==> config.mk <==
export PLATFORM = sky130hd
export DESIGN_NAME = riscv_fetch_unit
export DESIGN_NICKNAME = d
export VERILOG_FILES = /design/src/rtl/riscv_fetch_unit.sv
export SDC_FILE = /design/constraint.sdc
export NUM_CORES = 1
export LEC_CHECK = 0
export ABC_AREA = 1
export ABC_CLOCK_PERIOD_IN_PS = 8400
export CAP_MARGIN = 20
export CORE_MARGIN = 2
export CORE_UTILIZATION = 50
export CTS_CLUSTER_SIZE = 8
export DETAILED_ROUTE_END_ITERATION = 16
export HOLD_SLACK_MARGIN = 0.06
export PLACE_DENSITY = 0.7
export SLEW_MARGIN = 20
export SYNTH_ARGS = -nofsm -noshare
export SYNTH_HDL_FRONTEND = slang
export SYNTH_SLANG_ARGS = --single-unit
==> constraint.sdc <==
create_clock -name clk -period 8.4 [get_ports clk]
set_input_delay 1.26 -clock clk [delete_from_list [all_inputs] [get_ports clk]]
set_output_delay 1.26 -clock clk [all_outputs]
set_load 0.01 [all_outputs]
==> src/rtl/riscv_fetch_unit.sv <==
// Decoupled instruction fetch: in-order requests to a variable-latency imem, a prefetch
// FIFO of {pc, inst}, and a valid/ready decode port with flush-on-redirect.
module riscv_fetch_unit #(
  parameter int              XLEN            = 32,
  parameter int              DEPTH           = 4,
  parameter int              MAX_OUTSTANDING = 2,
  parameter logic [XLEN-1:0] RESET_PC        = '0
) (
  input  logic                       clk,
  input  logic                       x_reset,
  output logic                       imem_req_valid,
  input  logic                       imem_req_ready,
  output logic [XLEN-1:0]            imem_req_addr,
  input  logic                       imem_rsp_valid,
  input  logic [XLEN-1:0]            imem_rsp_data,
  input  logic                       redirect_valid,
  input  logic [XLEN-1:0]            redirect_pc,
  output logic                       dec_valid,
  input  logic                       dec_ready,
  output logic [XLEN-1:0]            dec_pc,
  output logic [XLEN-1:0]            dec_pc_plus4,
  output logic [XLEN-1:0]            dec_inst,
  output logic [$clog2(DEPTH):0]     fifo_count
);
  localparam int PW = $clog2(DEPTH);
  localparam int CW = PW + 1;
  localparam int OW = $clog2(MAX_OUTSTANDING + 1);

  typedef struct packed {
    logic [XLEN-1:0] pc;
    logic [XLEN-1:0] inst;
  } entry_t;

  entry_t          fifo_q [DEPTH];
  logic [PW-1:0]   rd_ptr, wr_ptr;
  logic [CW-1:0]   count;
  logic [OW-1:0]   inflight, discard, inflight_nxt;
  logic [XLEN-1:0] fetch_pc, rsp_pc, tgt_pc;
  logic [CW:0]     occ;
  logic            req_fire, rsp_ok, enq, deq;
  logic            unused_rpc_lo;

  assign tgt_pc        = {redirect_pc[XLEN-1:2], 2'b00};
  assign unused_rpc_lo = ^redirect_pc[1:0];

  // Live (non-discarded) in-flight requests each hold a reserved FIFO slot.
  assign occ = (CW+1)'(inflight) - (CW+1)'(discard) + (CW+1)'(count);

  assign imem_req_valid = !x_reset && !redirect_valid &&
                          (inflight < OW'(MAX_OUTSTANDING)) && (occ < (CW+1)'(DEPTH));
  assign imem_req_addr  = fetch_pc;
  assign req_fire       = imem_req_valid && imem_req_ready;

  // A response with nothing in flight is a protocol violation and is ignored.
  assign rsp_ok       = imem_rsp_valid && (inflight != '0);
  assign enq          = rsp_ok && (discard == '0) && !redirect_valid;
  assign inflight_nxt = inflight + OW'(req_fire) - OW'(rsp_ok);

  assign dec_valid    = !x_reset && !redirect_valid && (count != '0);
  assign deq          = dec_valid && dec_ready;
  assign dec_pc       = fifo_q[rd_ptr].pc;
  assign dec_inst     = fifo_q[rd_ptr].inst;
  assign dec_pc_plus4 = dec_pc + XLEN'(4);
  assign fifo_count   = count;

  always_ff @(posedge clk) begin
    if (x_reset) begin
      fetch_pc <= RESET_PC;
      rsp_pc   <= RESET_PC;
      rd_ptr   <= '0;
      wr_ptr   <= '0;
      count    <= '0;
      inflight <= '0;
      discard  <= '0;
      for (int i = 0; i < DEPTH; i++) fifo_q[i] <= '0;
    end else begin
      inflight <= inflight_nxt;
      if (redirect_valid) begin
        fetch_pc <= tgt_pc;
        rsp_pc   <= tgt_pc;
        rd_ptr   <= '0;
        wr_ptr   <= '0;
        count    <= '0;
        discard  <= inflight_nxt;
      end else begin
        if (req_fire) fetch_pc <= fetch_pc + XLEN'(4);
        if (rsp_ok && (discard != '0)) discard <= discard - OW'(1);
        if (enq) begin
          fifo_q[wr_ptr] <= '{pc: rsp_pc, inst: imem_rsp_data};
          wr_ptr         <= wr_ptr + PW'(1);
          rsp_pc         <= rsp_pc + XLEN'(4);
        end
        if (deq) rd_ptr <= rd_ptr + PW'(1);
        count <= count + CW'(enq) - CW'(deq);
      end
    end
  end
endmodule
* After elaboration in Yosys (flattened, before gate mapping)
Memory sizes are Yosys's and may differ from the RTL's. A register that Yosys moved wholly into a read port is not among the register bits. Cells that the tools add are included.
Operators by class: add/sub/neg operators 12, magnitude comparators 2, mux-type cells 17, reduce and logical (&&, ||, !) cells 21
Operator list (number):
- $mux 32 | 4
- $add 32x3->32 const B | 3
- $mux 64 | 1
- $reduce_or 64->1 | 1
- $logic_and 1x1->1 | 10
- $mux 2 | 5
- $reduce_bool 2->1 | 5
- $mux 1 | 7
- $add 2x1->2 const B | 2
- $add 4x3->4 | 1
- $lt 4x3->1 const B | 1
- $add 3x1->3 | 1
- $reduce_bool 3->1 | 1
- $sub 2x2->3 | 1
- $sub 3x1->3 | 1
- $add 2x1->2 | 1
- $logic_not 1->1 | 2
- $logic_not 2->1 | 1
- $lt 2x2->1 const B | 1
- $reduce_or 2->1 | 1
- $sub 2x1->2 | 1
- $sub 2x1->2 const B | 1
Storage, ports and cells: register bits 75, memory bits (writable) 256, input bits 70, output and inout port bits 133, word-level logic and storage cells 62, memories 1
Memories:
- fifo_q | words 4, width 64, read ports 1, clocked after Yosys merged registers in 1, write ports 4, line 34 | entry_t fifo_q [DEPTH];

* Depth between registers and ports, before layout
Gate-level depths: netlist of run 1.
depth after elaboration 10, gate-level depth with buffers 17, depth with buffers taken out 16

* Worst setup path before layout of run 1
No wires, ideal clock.
kind input-to-reg, start in imem_rsp_valid, end mem fifo_q[3][0] in the netlist's numbering (enable), setup time 0.568 ns, data arrival time 6.224 ns, data required time 7.832 ns, slack 1.608 ns, stages 4, path buffers 0, path through nand3_2 > nor2_2 > nand2_1 > o21ai_0
RTL lines:
- start: declaration | line 14 | input logic imem_rsp_valid,
- end: declaration | line 34

==> results of run 1 <==
cell families after synthesis:
group	count (synthesis)
adders and majority gates	12
AOI/OAI and AO/OA	222
other	1
xor gates and xnor gates	31
buffers and inverters	346
and+or+nand+nor	1308
DFF	321
sequential cells by signal (all words and copies together), names as in the netlist, named ones only:
signal / count
rd_ptr: 2
fifo_count: 3
discard: 2
inflight: 2
wr_ptr: 2
rsp_pc: 30
imem_req_addr: 30
fifo_q: 248
path summary, 6_finish.rpt:
check	cells past startpoint	start	end	slack, ns
max	12	flop	dec_pc_plus4[15]	2.99
max reg2reg	7	discard[1]$_SDFFE_PP0P_	fifo_q[2][44]$_SDFFCE_PN0P_	4.46
min reg2reg	1	rd_ptr[0]$_SDFFE_PP0P_	flop	0.48
min	1	rd_ptr[0]$_SDFFE_PP0P_	flop	0.48
metal layers:
metal	vias up	GRT usage, %
met4	0	9.90
met3	103	4.15
met1	7184	35.8
met2	668	45.0
li1	7512	-
met5	-	0
power by group through the flow:
stage / logic [mW] / registers [mW] / clock network [mW]
2_1_floorplan: 0.302 / 1.89 / 0
5_1_grt: 0.605 / 1.88 / 1.81
6_report: 0.548 / 1.87 / 1.72
3_5_place_dp: 0.546 / 1.90 / 0
3_3_place_gp: 0.535 / 1.89 / 0
4_1_cts: 0.551 / 1.87 / 1.74
cells in the mapped netlist, types with 10 or more instances:
| master | n |
|---|---|
| buf_2 | 21 |
| nand3b_1 | 11 |
| o22ai_1 | 32 |
| nand2_1 | 607 |
| nand2_2 | 12 |
| nor2_2 | 14 |
| o21ai_0 | 127 |
| clkbuf_1 | 52 |
| nor2_1 | 507 |
| inv_1 | 239 |
| nand4_1 | 19 |
| nand3_1 | 122 |
| dfxtp_1 | 73 |
| a21oi_1 | 40 |
| xor2_1 | 28 |
| edfxtp_1 | 248 |
| buf_4 | 12 |
| ha_1 | 10 |
| a31oi_1 | 10 |
stage by stage:
stage,utilization [%],power (mW),hold WS (ns)
2_1_floorplan,-,2.20,0.436
3_3_place_gp,56.7,2.43,0.450
3_5_place_dp,56.8,2.44,0.466
4_1_cts,60.7,4.16,0.479
5_1_grt,60.7,4.29,0.497
6_report,60.7,4.13,0.478
critical path: stages, from the launching register on:
cell and delay [ns]:
dfxtp_4 0.46, clkinv_2 0.32, buf_4 0.87, nand2_1 0.16, nand2_1 0.11, nand2_1 0.05
nand2_1 0.23, nand2_1 0.12, nor2_1 0.21, nand2_1 0.11, nor2_2 0.18, xor2_1 0.16
clkdlybuf4s50_1 0.55
layout make-up:
class | count | area (sq um)
fillers | 3023 | 13500
flip-flops and latches | 321 | 8910
multi-input cells | 1579 | 6980
repair buffers | 209 | 2070
clock buffers | 78 | 1290
inverters | 249 | 936
well taps | 455 | 569
clock inverters | 3 | 58.8
==> summary.txt, run 1 <==
Yosys
  – Mux cell area share after synthesis: 0%
  – Post-synthesis compound-gate area fraction: between 6 and 7%
  – Xor and xnor area share after synthesis: approximately 1.6%
  – EDFF count, synth: 248
  – Top post-synthesis cells by area: edfxtp_1 43%, nand2_1 13%, nor2_1 11%, dfxtp_1 8.5%, inv_1 5.2%
  – Post-Synth Simple-Gate Area: 30.6%
  – Yosys top cell area share: 43.2%
  – Yosys warns: 0
  – Syn Inst Count: approximately 2,200
  – Seq/Total Area, Yosys: slightly above 50%
  – Synth Flop Type: edfxtp_1
  – Synth async-reset ratio: 0%
  – Mean Syn Cell Area: 7.69 sq um
  – Post-synth top area cell: edfxtp_1
  – Synth Area in Adders: 0.958%
  – Post-synthesis cell type count: 39
  – Largest family of logic cells by synthesized area: simple AND/OR/NAND/NOR gates
  – Post-synthesis instance area: 17,200 sq um
  – Register bit total from synthesis: 321

STA
  – Highest clock rate: around 180 MHz
  – Slew @ Worst Pin: around 1.1 ns
  – Final Skew: 0.0214 ns
  – Period utilization: ~64%
  – Final Hold Fails: 0
  – Fin crit period: 5.41 ns
  – RSZ-0062 raised after global routing: false
  – Final worst slack: 2.99 ns
  – Worst rel slew slack: 26.3%
  – Max Transition Viols Final: 0
  – Final setup viols: 0
  – TNS Setup: 0 ns

Clock network
  – CTS tree: done
  – Hold_buf cts: 0
  – CTS Buffer Depth: 3
  – Clk Latency, worst-skew pair: approximately 0.56 ns
  – Clock sink total: 321
  – CTS clk-pin slew, worst paths: around 0.050 ns
  – Post-CTS setup buffers: 0
  – H-tree level count: 2
  – # resized after CTS: 0
  – CTS Root Buffer Type: clkbuf_16
  – TritonCTS Buffers: 46

Placed design
  – GP Congestion: ~0.97
  – DP Area: approximately 19,000 sq um
  – IO Port Bufs: 194
  – Post-DP HPWL: 31.4 mm
  – Placed Cells incl. Taps: 2,813
  – Placement Setup Slack: 3.38 ns

Route
  – Initial DRC count: 1,219
  – Routed met1 length: about 21 mm
  – Met3 WL post-DR: 3.58 mm
  – Met2 routed WL: 22.9 mm
  – Routed vias/inst: 5.34
  – Top Layer Used: met4
  – WL per Instance: 16.8 um
  – Vias: 15,500
  – Final ANT Viol Nets: 0
  – Drt drc: 0
  – Detailed-router iteration count before antenna repair: 5
  – Wirelength, routed: 48.5 mm

Cells and area
  – Commonest non-fill, non-tap cell in the layout: nand2_1
  – Fin area: 20,800 sq um
  – Nets: 2,488
  – Inserted Diodes: 0
  – Cell Count, Final, Fillers Out: 2,894
  – Layout cells sized above 1: about 4.7%
  – Most frequent cells in the layout: 604 x nand2_1, 507 x nor2_1, 248 x edfxtp_1, 238 x inv_1, 194 x clkdlybuf4s50_1
  – P&R area growth vs syn: 20.8%

Floorplanning
  – Die height: 190 um
  – Initial Util: 50.3%
  – Rows: 68
  – Placeable Area: 34,300 sq um
  – Ports: approximately 200
  – Die ar.: about 36,000 sq um
  – Die width: 190 um

Global routing
  – Largest net degree at the start of global routing: 106
  – First-pass GRT wire length: 76.5 mm
  – GR Overflow Total: 0
  – Initial antenna violation count: 0
  – Total GRT Usage: 27.0%
  – Vias in the first global route: 14,800

Power
  – Seq pwr share: 45.2%
  – Power share of the clock group: around two fifths
  – Combinational Power Share: a little over an eighth
  – P per Cell Area: 198 nW/um^2
  – Pint: 3.06 mW
  – Max IR drop VDD: 0.000143 V
  – P_leak: 8.30 nW
  – Sw Share: approximately 26%
  – P_sw: between 1 and 1.5 mW

Status
  – Status: finished, final reports clean

Critical path
  – Req. time, crit path: slightly above 7 ns
  – Crit start category: flop
  – Arr. time, crit path: around 4.2 ns
  – Crit-path max FO: 105
  – Worst setup EP type: output pin
  – Crit Path Category: reg -> out

Run
  – Max-cap violations: 0

Hold path
  – Hold Path Class: reg -> reg
No activity file was read; power rests on OpenSTA's default activity.
==> run 2: changes to the inputs <==
- ABC_CLOCK_PERIOD_IN_PS: 8400 -> 5470
- clock period: 8.4 -> 5.47 ns (I/O delays scaled with it)
==> run 2 against run 1 <==
- cell count increased by 0.35%
- combinational power increased by 57%
- sequential power grew 53%
- total power up 54%
- critical path type unchanged
- largest power group unchanged
==> summary.txt, run 2 (synthesis gave the netlist of run 1 again) <==
Status
  – Status: finished, final reports clean

Placed design
  – Post-DP HPWL: 31.9 mm (+1.5%)
  – Placed Cells incl. Taps: 2,821 (+0.28%)
  – GP Congestion: 0.931 (-3.6%)
  – Placement Setup Slack: 1.16 ns (-2.22 ns)
  – DP Area: 19,600 sq um (+0.39%)
  – IO Port Bufs: 194 (unchanged)

Clock network
  – CTS Root Buffer Type: clkbuf_16
  – CTS Buffer Depth: 3 (unchanged)
  – # resized after CTS: 0 (unchanged)
  – Clock sink total: 321 (unchanged)
  – CTS clk-pin slew, worst paths: 0.05 ns (about the same)
  – H-tree level count: 2 (unchanged)
  – TritonCTS Buffers: 46 (unchanged)
  – CTS tree: done
  – Clk Latency, worst-skew pair: 0.56 ns (about the same)
  – Hold_buf cts: 0 (unchanged)
  – Post-CTS setup buffers: 0 (unchanged)

STA
  – Period utilization: 89.4%
  – Final setup viols: 0 (unchanged)
  – Worst rel slew slack: 36.9% (+11 points)
  – Highest clock rate: 204 MHz
  – RSZ-0062 raised after global routing: false
  – TNS Setup: 0 ns (unchanged)
  – Final Hold Fails: 0 (unchanged)
  – Final worst slack: 0.580 ns (-2.41 ns)
  – Slew @ Worst Pin: 0.943 ns (-0.163 ns)
  – Fin crit period: 4.89 ns
  – Final Skew: 0.0252 ns (+0.00383 ns)
  – Max Transition Viols Final: 0 (unchanged)

Power
  – P per Cell Area: 305 nW/um^2 (+54%)
  – Sw Share: 25.9% (about the same)
  – Pwr Total: 6.38 mW (+54%)
  – Combinational Power Share: 13.4% (about the same)
  – Seq pwr share: 45.0% (-0.2 points)
  – Pint: 4.73 mW (+54%)
  – P_leak: 8.36 nW (+0.63%)
  – Max IR drop VDD: 0.000231 V (+61%)
  – Power share of the clock group: 41.6% (about the same)
  – P_sw: 1.65 mW (+54%)

Critical path
  – Worst path buffer plus inverter count: 5 (+2)
  – Req. time, crit path: 4.65 ns (-2.49 ns)
  – Slowest cell on crit path: buf_4
  – Worst setup EP type: output pin
  – Crit path cell chain: clkinv_2, buf_4, buf_4, nand2_1, nand2_1, nand2_1, nand2_1, nand2_1, nor2_1, inv_1, nor2_1, nand4_1, nand2_1, clkdlybuf4s50_1
  – Reg2reg setup slack: 2.23 ns (-2.23 ns)
  – Reg2reg path depth: 8 (+1)
  – Critical path's most frequent cell: nand2_1
  – Arr. time, crit path: 4.07 ns (-0.08 ns)
  – Cell family with most CP delay: buffers and inverters
  – Crit-path max FO: 67 (-36%)
  – RR Startpoint: discard[1]$_SDFFE_PP0P_
  – Crit start category: flop
  – Worst path max stage delay: 0.60 ns (-0.27 ns)
  – Crit Path Category: reg -> out
  – FF-to-FF End: fifo_q[1][42]$_SDFFCE_PN0P_

Cells and area
  – Fin area: 20,900 sq um (+0.43%)
  – Largest Register: fifo_q
  – Filler cells: 3,045 (+0.73%)
  – Layout cells sized above 1: 5.02% (+0.31 points)
  – Nets: 2,496 (+0.32%)
  – Multi-input gate area: 6980 sq um (about the same)
  – Max FFs per register: 248 (unchanged)
  – Commonest non-fill, non-tap cell in the layout: nand2_1
  – Inserted Diodes: 0 (unchanged)
  – P&R area growth vs syn: 21.3%
  – Cell Count, Final, Fillers Out: 2,904 (+0.35%)
  – Reg area: 8910 sq um (unchanged)
  – Most frequent cells in the layout: 605 x nand2_1, 507 x nor2_1, 248 x edfxtp_1, 238 x inv_1, 194 x clkdlybuf4s50_1

Global routing
  – Total GRT Usage: 27.0% (+0.082 points)
  – Vias in the first global route: 14,600 (-1.4%)
  – GR Overflow Total: 0 (unchanged)
  – Initial antenna violation count: 1 (+1)
  – First-pass GRT wire length: 76.5 mm (about the same)
  – Largest net degree at the start of global routing: 81 (-24%)

Route
  – WL per Instance: 16.7 um (-0.49%)
  – Wirelength, routed: 48.4 mm (-0.14%)
  – Final ANT Viol Nets: 0 (unchanged)
  – Routed vias/inst: 5.29 (-1.0%)
  – Vias: 15,400 (-0.66%)
  – Initial DRC count: 1,146 (-6.0%)
  – Detailed-router iteration count before antenna repair: 6 (+1)
  – Drt drc: 0 (unchanged)

Floorplanning
  – Rows: 68 (unchanged)
  – Initial Util: 50.3% (unchanged)
  – Ports: 203 (unchanged)
  – Placeable Area: 34,300 sq um (unchanged)
  – Die ar.: 36,000 sq um (unchanged)
  – Die width: 190 um (unchanged)
  – Die height: 190 um (unchanged)

Hold path
  – Hold Crit Start: rd_ptr[1]$_SDFFE_PP0P_
  – Hold Path Class: reg -> reg
  – Hold depth: 2 (+1)

Run
  – Max-cap violations: 0 (unchanged)
==> run 2: through the flow <==
stage / hold slack (ns) / utilization [%]
floorplan: 0.436 / -
global placement: 0.445 / 57.0
detailed placement: 0.467 / 57.0
CTS: 0.445 / 61.0
global route: 0.487 / 61.0
finish: 0.464 / 61.0
==> run 2: power by group through the flow <==
stage               clock [mW]  sequential (mW)  combinational [mW]
CTS                       2.70             2.87               0.860
detailed placement           0             2.91               0.854
global route              2.80             2.88               0.945
floorplan                    0             2.91               0.464
global placement             0             2.91               0.839
finish                    2.66             2.87               0.858
==> run 2: worst max-delay path by stage <==
stage	endpoint	slack, ns	depth (start not counted)
6_report	dec_pc_plus4[26]	0.58	14
5_1_grt	dec_pc_plus4[30]	0.29	14
2_1_floorplan	fifo_q[1][0]$_SDFFCE_PN0P_	-0.88	4
3_3_place_gp	dec_pc_plus4[26]	1.24	14
3_5_place_dp	dec_pc_plus4[26]	1.16	14
4_1_cts	dec_pc_plus4[26]	0.55	14
==> run 2: area by class of cell <==
type / count / area share, %
well taps: 455 / 2.72
inverters: 249 / 4.47
repair buffers: 217 / 10.3
clock buffers: 80 / 6.26
flip-flops and latches: 321 / 42.6
multi-input cells: 1579 / 33.4
clock inverters: 3 / 0.269
==> run 2: worst reg2reg max path, stage by stage (launching register included) <==
cell	delay (ns)
dfxtp_1	0.29
inv_1	0.12
ha_1	0.30
nand3_2	0.33
nor2_2	0.17
buf_4	0.27
inv_1	0.25
o21ai_4	0.79
buf_12	0.36
==> run 2: routing by layer <==
layer / GRT usage (%) / vias to the layer above / part of all wire (%)
met2: 44.5 / 624 / 47
li1: - / 7535 / -
met4: 8.68 / 2 / 2.4
met5: 0 / - / 0.027
met3: 3.98 / 81 / 7.2
met1: 37.0 / 7123 / 43
==> RTL edit: new RTL, config.mk and constraints of run 2 <==
Change the parameter `MAX_OUTSTANDING` from 2 to 4.
--- a/src/rtl/riscv_fetch_unit.sv
+++ b/src/rtl/riscv_fetch_unit.sv
@@ -3,7 +3,7 @@
 module riscv_fetch_unit #(
   parameter int              XLEN            = 32,
   parameter int              DEPTH           = 4,
-  parameter int              MAX_OUTSTANDING = 2,
+  parameter int              MAX_OUTSTANDING = 4,
   parameter logic [XLEN-1:0] RESET_PC        = '0
 ) (
   input  logic                       clk,
Function: changed (a bounded check fails within 4 cycles, from zero or initial values and one cycle with x_reset high).
==> RTL edit against run 2 <==
  * Wire length fell by 8.3%
  * Highest routed layer unchanged
  * Area after synthesis shrank 1.7%
  * Design area shrank 2.1%
  * Worst hold slack gained 0.024 ns
  * Via count decreased by 7.1%
  * Total power up 0.95%
  * Sequential cell count grew 2
  * Worst setup slack gained 0.27 ns
==> RTL edit: results (changes against run 2) <==
Status: complete, no violations (unchanged)
Worst Skew: 0.0243 ns (was 0.0252 ns)
Buffering overhead: 10.4% (was 10.3%)
Avg Vias per Cell: 5.23 (was 5.29)
Register share of the cell area: 43.7% (was 42.6%)
Post-synthesis xor/xnor area fraction: 1.49% (was 1.57%)
# fillers: 2906 (was 3045)
Drt pass-1 iters: 5 (was 6)
Met2 wire length: 21000 um (was 22900 um)
Worst VDD drop: 0.223 mV (was 0.231 mV)
Wl on met1: 19600 um (was 20800 um)
M1 GR Usage: 34.7% (was 37.0%)
Non-clock buffers: 213 (was 217)
Synth area leaders: edfxtp_1 (44%), nand2_1 (10%), nor2_1 (10%) (was edfxtp_1 (43%), nand2_1 (13%), nor2_1 (11%))
Largest fanout on the critical path: 115 (was 67)
Yosys cell types: 46 (was 39)
Routed wl met3: 3070 um (was 3500 um)
Inverters, non-clock: 236 (was 249)
Seq/Total Area, Yosys: 52.8% (was 51.7%)
Met2 Use GR: 42.0% (was 44.5%)
Placed cell count: 2654 (was 2821)
Number of clock buffers in the layout: 69 (was 80)
Setup WS pre-CTS: 1.43 ns (was 1.16 ns)
Initial antenna violation count: 2 (was 1)
Drt total wl: 44400 um (was 48400 um)
R2R Path Start: fifo_count[1] (was discard[1])
LEAKAGE: 7.93 nW (was 8.36 nW)
Cell internal pwr: 4.74 mW (was 4.73 mW)
Met3 usage: 3.71% (was 3.98%)
Rel. slew slack: 30.2% (was 36.9%)
Synthesized instance count: 2088 (was 2241)
Hpwl dp: 28200 um (was 31900 um)
Max incr delay on CP: 0.54 ns (was 0.60 ns)
GP Congestion: 0.889 (was 0.931)
First-pass GRT wire length: 71400 um (was 76500 um)
Largest net degree at the start of global routing: 116 (was 81)
Area grow syn2layout: 20.8% (was 21.3%)
Most frequent cells after synthesis: nand2_1 (465), nor2_1 (451), edfxtp_1 (248) (was nand2_1 (607), nor2_1 (507), edfxtp_1 (248))
DR WL/cell: 16.3 um (was 16.7 um)
## RTL edit: cell count changes after synthesis, sizes merged, moves of 3 or more
cell	before	now
a21oi	40	52
inv	247	236
and2	0	9
buf	45	51
clkbuf	52	49
nand4	19	11
xor2	28	25
nand2	619	485
nor2	525	473
o21ai	128	140
nor3	8	21
a31oi	10	7
nand3b	11	17
## RTL edit: worst paths after layout
kind,to,slack [ns],depth (start not counted)
worst max-delay path,dec_pc_plus4[30],0.85,11
worst min-delay path,rd_ptr[1],0.49,1
worst max register to register,discard[2],1.90,19
worst min register to register,rd_ptr[1],0.49,1
## RTL edit: power by group through the flow
stage	Clock [mW]	Sequential [mW]	Combinational [mW]
3_5_place_dp	0	2.93	0.974
2_1_floorplan	0	2.93	0.588
6_report	2.58	2.89	0.975
4_1_cts	2.61	2.89	0.979
5_1_grt	2.71	2.90	1.10
3_3_place_gp	0	2.93	0.955
